`src/rtl/seq_pkg.sv`:
```
// seq_pkg: shared types and constants for the instruction sequencer and decoder.
package seq_pkg;

    typedef enum logic [1:0] {S_IDLE, S_DECODE, S_EXEC, S_WB} state_t;

    typedef enum logic [3:0] {
        OP_ADD, OP_SUB, OP_AND, OP_OR, OP_XOR, OP_SHL,
        OP_ADDI, OP_SUBI, OP_ANDI, OP_ORI, OP_XORI
    } opcode_t;

    localparam int DEF_OPCODE_IMM_FIRST = 6;
    localparam int DEF_OPCODE_LAST      = 10;

    localparam int OPC_LSB = 12;
    localparam int RC_LSB  = 8;
    localparam int RA_LSB  = 4;
    localparam int RB_LSB  = 0;

    function automatic logic [3:0] field(input logic [15:0] w, input int lsb);
        return w[lsb +: 4];
    endfunction

endpackage

```
`src/rtl/instr_decoder.sv`:
```
// instr_decoder: classifies an opcode as immediate-format and/or legal.
module instr_decoder
    import seq_pkg::*;
#(
    parameter int OPCODE_IMM_FIRST = DEF_OPCODE_IMM_FIRST,
    parameter int OPCODE_LAST      = DEF_OPCODE_LAST
) (
    input  logic [3:0] opcode,
    output logic       is_imm,
    output logic       is_legal
);

    localparam logic [3:0] IMM_FIRST = 4'(OPCODE_IMM_FIRST);
    localparam logic [3:0] LAST      = 4'(OPCODE_LAST);

    assign is_legal = opcode <= LAST;
    assign is_imm   = is_legal && (opcode >= IMM_FIRST);

endmodule

```
`src/rtl/instr_sequencer.sv`:
```
// instr_sequencer: multicycle DECODE/EXEC/WB control sequencer for the
// register-bank/ALU datapath, fed one instruction at a time by valid/ready.
module instr_sequencer
    import seq_pkg::*;
#(
    parameter int READ_LATENCY     = 1,
    parameter int ALU_LATENCY      = 1,
    parameter int OPCODE_IMM_FIRST = DEF_OPCODE_IMM_FIRST,
    parameter int OPCODE_LAST      = DEF_OPCODE_LAST
) (
    input  logic        clk,
    input  logic        reset,
    input  logic        instr_valid,
    input  logic [15:0] instr_in,
    output logic        instr_ready,
    output logic [3:0]  reg_a_addr,
    output logic [3:0]  reg_b_addr,
    output logic [3:0]  reg_c_addr,
    output logic [15:0] imm_out,
    output logic        imm_sel,
    output logic [3:0]  alu_op,
    output logic        reg_write,
    input  logic [15:0] alu_result,
    output logic [15:0] last_result,
    output logic        done,
    output logic        illegal,
    output logic [15:0] instr_count
);

    localparam logic [3:0] RL_M1 = 4'(READ_LATENCY - 1);
    localparam logic [3:0] AL_M1 = 4'(ALU_LATENCY - 1);

    state_t     state, state_n;
    logic [3:0] cnt, cnt_n;
    logic       legal_q;
    logic       dec_imm, dec_legal;
    logic [3:0] ra;

    assign ra = field(instr_in, RA_LSB);

    instr_decoder #(
        .OPCODE_IMM_FIRST(OPCODE_IMM_FIRST),
        .OPCODE_LAST     (OPCODE_LAST)
    ) u_dec (
        .opcode  (field(instr_in, OPC_LSB)),
        .is_imm  (dec_imm),
        .is_legal(dec_legal)
    );

    always_ff @(posedge clk or posedge reset) begin
        if (reset) begin
            state <= S_IDLE;
            cnt   <= '0;
        end else begin
            state <= state_n;
            cnt   <= cnt_n;
        end
    end

    // cnt counts down the remaining cycles of the current DECODE or EXEC phase
    always_comb begin
        state_n     = state;
        cnt_n       = cnt;
        instr_ready = 1'b0;
        reg_write   = 1'b0;
        case (state)
            S_IDLE: begin
                instr_ready = 1'b1;
                if (instr_valid) begin
                    state_n = S_DECODE;
                    cnt_n   = RL_M1;
                end
            end
            S_DECODE: begin
                if (!legal_q) state_n = S_IDLE;
                else if (cnt == 4'd0) begin
                    state_n = S_EXEC;
                    cnt_n   = AL_M1;
                end else cnt_n = cnt - 4'd1;
            end
            S_EXEC: begin
                if (cnt == 4'd0) state_n = S_WB;
                else cnt_n = cnt - 4'd1;
            end
            S_WB: begin
                reg_write = 1'b1;
                state_n   = S_IDLE;
            end
            default: state_n = S_IDLE;
        endcase
        done = reg_write;
    end

    always_ff @(posedge clk or posedge reset) begin
        if (reset) begin
            reg_a_addr  <= '0;
            reg_b_addr  <= '0;
            reg_c_addr  <= '0;
            imm_out     <= '0;
            imm_sel     <= 1'b0;
            alu_op      <= '0;
            legal_q     <= 1'b0;
            illegal     <= 1'b0;
            last_result <= '0;
            instr_count <= '0;
        end else begin
            if (instr_ready && instr_valid) begin
                reg_a_addr <= dec_imm ? 4'd0 : ra;
                reg_b_addr <= field(instr_in, RB_LSB);
                reg_c_addr <= field(instr_in, RC_LSB);
                imm_out    <= dec_imm ? {12'b0, ra} : 16'd0;
                imm_sel    <= dec_imm;
                alu_op     <= field(instr_in, OPC_LSB);
                legal_q    <= dec_legal;
            end
            if (state == S_DECODE && !legal_q) illegal <= 1'b1;
            if (state == S_WB) begin
                last_result <= alu_result;
                instr_count <= instr_count + 16'd1;
                illegal     <= 1'b0;
            end
        end
    end

endmodule

```
`config.mk`:
```
export PLATFORM = sky130hd
export DESIGN_NAME = instr_sequencer
export DESIGN_NICKNAME = d
export VERILOG_FILES = /design/src/rtl/seq_pkg.sv /design/src/rtl/instr_decoder.sv /design/src/rtl/instr_sequencer.sv
export SDC_FILE = /design/constraint.sdc
export NUM_CORES = 1
export LEC_CHECK = 0
export CAP_MARGIN = 20
export CORE_MARGIN = 8
export CORE_UTILIZATION = 44
export DETAILED_ROUTE_END_ITERATION = 16
export PLACE_DENSITY = 0.8
export SLEW_MARGIN = 20
export SYNTH_ARGS = -nofsm -noshare
export SYNTH_HDL_FRONTEND = slang
export SYNTH_SLANG_ARGS = --single-unit
```
`constraint.sdc`:
```
create_clock -name clk -period 2.35 [get_ports clk]
set_input_delay 0.47 -clock clk [delete_from_list [all_inputs] [get_ports clk]]
set_output_delay 0.47 -clock clk [all_outputs]
set_load 0.03 [all_outputs]
```
==> metrics.md <==
| Metric | Value |
|---|---|
| Outcome | completed |
| Setup crit end | instr_ready |
| Syn Inst Count | 250 |
| DRT iter0 DRCs | 88 |
| Req. time, crit path | between 1.5 and 2 ns |
| Critical path cell sequence | inv_1 > ha_1 > dlygate4sd2_1 |
| Filler Cells Inserted | approximately 450 |
| Core area | ~0.006 sq mm |
| Unrepaired setup endpoints after global routing | no |
| Die Span Y | 94.4 um |
| Root buf cell | clkbuf_8 |
| Reg-to-reg endpoint | cnt[1] |
| # diodes | 0 |
| Clock Skews | around 0.0076 ns |
| Hold Path Class | flop to flop |
| GR Overflow Total | 0 |
| Number of synthesized flops with an enable pin | 0 |
| Initial antenna violation count | 0 |
| Cts hold-fix bufs | 0 |
| Max_slew headroom | 0.513 |
| TritonCTS clock tree | done |
| Clk slew on worst S/H paths | ~0.07 ns |
| Worst Setup End Kind | output pin |
| Via-to-Cell Ratio | 4.79 |
| Clock Latency Late Sink | about 0.34 ns |
| Fraction of layout cells with a size suffix above 1 | 0.127 |
| Setup-failing EPs final | 0 |
| Slew Viols, Final | 0 |
| Clk sinks | 61 |
| Routed len/inst | approximately 14 um |
| Peak supply drop | between 0.0008 and 0.0009 V |
| Clock Path Buffers | 2 |
| DRC viols | 0 |
| H-tree levels | 3 |
| Register-to-Register Path Depth | 6 |
| R2R Setup Slk | 0.38 ns |
| Largest net degree at the start of global routing | 62 |
| Max incr delay on CP | ~0.45 ns |
| Synth Cell Area | 0.00271 sq mm |
| Synth warnings | 0 |
| Vias in the first global route | between 2k and 2.5k |
| Startpoint Class | flop |
| Die Width | 94.4 um |
| TritonCTS Buffers | 9 |
| Worst Setup Path Type | flop to output pin |
| Post-synth cell types | 35 |
| First-pass GRT wire length | around 10000 um |
| Mean post-synth cell area | around 11 sq um |
| Min Hold Slack | 0.479 ns |
| Reg2reg start | state[0] |
| Setup TNS | 0 ns |
| Area Growth Syn to Fin | 43.9% |
| Total wire length | slightly above 6000 um |
| Setup crit start | state[0] |
| Core Rows | 28 |
| Leak pwr | ~1.7 nW |
| Top_reg_cell synth | dfrtp_1 |
| Critical Path Slowest Stage Cell | dlygate4sd2_1 |
| Max Clk Rate | between 0.4 and 0.5 GHz |
| GRT Overall Usage | 0.145 |
| Routability Congestion | 0.806 |
| Seq/Total Area, Yosys | 0.564 |
| Detail Route Antenna Nets | 0 |
| Tightest Pin Transition | 0.728 ns |
| Final Hold Viols | 0 |
| Power per cell area | roughly 1400 mW/mm^2 |
| Post-CTS setup buffer count | 0 |
| Crit share post-route | 0.897 |
| Initial Util | 0.457 |
| Post-DP HPWL | roughly 4600 um |
| Nets@finish | a little under 400 |
| 1st-pass router iterations | 4 |
| Die area | 0.00892 sq mm |
| # Max-Cap Violations | 0 |
| Biggest fanout along the worst timing path | 6 |
| # IOs | 104 |
| Seq cells post-synth | 61 |
| Buffers on Ports | 91 |
| Worst Path Arrival | 1.64 ns |
| Routed via count | between 2k and 2.5k |
| Fin crit period | 2.11 ns |
| Synth async-reset ratio | 1.00 |
-- cell usage after synthesis (all sizes together), types with 3 or more instances --
cell | instances | share of area
xnor2 | 11 | 0.036
nand4 | 3 | 0.0069
nand2 | 59 | 0.082
ha | 9 | 0.042
inv | 8 | 0.011
a21oi | 4 | 0.0074
clkbuf | 4 | 0.0055
xor2 | 4 | 0.013
nor2 | 9 | 0.012
mux2 | 17 | 0.071
dfrtp | 61 | 0.56
nor4 | 4 | 0.012
o21ai | 16 | 0.030
buf | 15 | 0.039
nand3 | 7 | 0.013
nand2b | 3 | 0.0097
-- report_power, final --
group	internal (mW)	leakage (nW)	switching (mW)	total, mW
Combinational	1.15	0.858	1.53	2.68
Sequential	1.46	0.770	0.271	1.73
Clock	0.652	0.116	0.393	1.04
Total	3.25	1.74	2.20	5.45
-- what timing repair did --
action                                  4_1_cts  5_1_grt
endpoints found under the hold margin         0        0
resized for setup                             1        0
endpoints found under the setup margin        1        0
-- through the flow --
step / total power, mW / setup WS [ns] / instance area, sq um / std cells / util
6_report: 5.45 / 0.242 / 3890 / 428 / 0.658
5_1_grt: 5.78 / 0.126 / 3890 / 428 / 0.658
4_1_cts: 5.51 / 0.206 / 3890 / 428 / 0.658
3_5_place_dp: 4.45 / 0.207 / 3670 / 412 / 0.620
3_3_place_gp: 4.40 / 0.232 / 3670 / 412 / 0.620
2_1_floorplan: 3.37 / 0.355 / 2750 / 261 / -
-- routing by layer --
metal,track usage,vias to the layer above,wire (um)
met4,0.0819,0,119
met1,0.165,956,2500
li1,-,998,-
met5,0,-,0
met2,0.203,88,2610
met3,0.0921,10,924
-- critical path: cells and delay by family, from the launching register on --
family,cells,cell delay (ns)
buffers and inverters,2,0.59
flip-flops,1,0.44
adder cells (fa/ha/maj),1,0.26
-- worst min path at each step --
stage          slack, ns  cells after the start         endpoint            start
5_1_grt             0.50                      2    reg_c_addr[0]    reg_c_addr[0]
4_1_cts             0.48                      2    reg_c_addr[3]    reg_c_addr[3]
3_5_place_dp        0.47                      2        alu_op[2]        alu_op[2]
2_1_floorplan       0.47                      1           cnt[0]           cnt[0]
3_3_place_gp        0.46                      1  instr_count[15]  instr_count[15]
6_report            0.48                      2    reg_c_addr[3]    reg_c_addr[3]
-- state kept, by name, indices dropped and copies added, names as in the netlist, named ones only --
signal,cells
cnt,4
instr_count,16
illegal,1
imm_sel,1
last_result,16
reg_c_addr,4
reg_a_addr,4
reg_b_addr,4
alu_op,4
imm_out,4
state,1
legal_q,1
-- layout make-up --
type / instances / area, sq um / area share
sequential: 61 / 1530 / 0.392
inverter: 8 / 30.0 / 0.00771
multi-input combinational: 173 / 1070 / 0.275
tap: 75 / 93.8 / 0.0241
clock inverter: 4 / 70.1 / 0.0180
clock buffer: 12 / 155 / 0.0398
timing repair buffer: 95 / 947 / 0.243
-- cells in the final DEF (no fill, tap or decap), types with 2 or more instances in the layout --
cell	n
nand4_1	3
nor3_1	2
nand2_1	59
inv_1	7
conb_1	12
nand2b_1	2
nor4_1	3
a21oi_1	4
buf_4	5
clkbuf_8	11
nand3_1	7
o21ai_0	14
mux2_2	17
bufinv_16	2
dfrtp_1	61
xor2_1	4
nor2_1	9
ha_1	9
o21ai_1	2
clkdlybuf4s50_1	88
xnor2_1	11
clkinv_2	2
-- cells by family after synthesis --
kind of cell / count (synthesis) / share of synthesized area
AND/OR/NAND/NOR: 94 / 0.160
multiplexers: 18 / 0.0744
XOR/XNOR: 15 / 0.0485
flip-flops: 61 / 0.564
adder cells (fa/ha/maj): 9 / 0.0416
buffers and inverters: 27 / 0.0555
other: 1 / 0.00139
AO/OA/AOI/OAI: 25 / 0.0541
No activity file was read; power rests on OpenSTA's default activity.
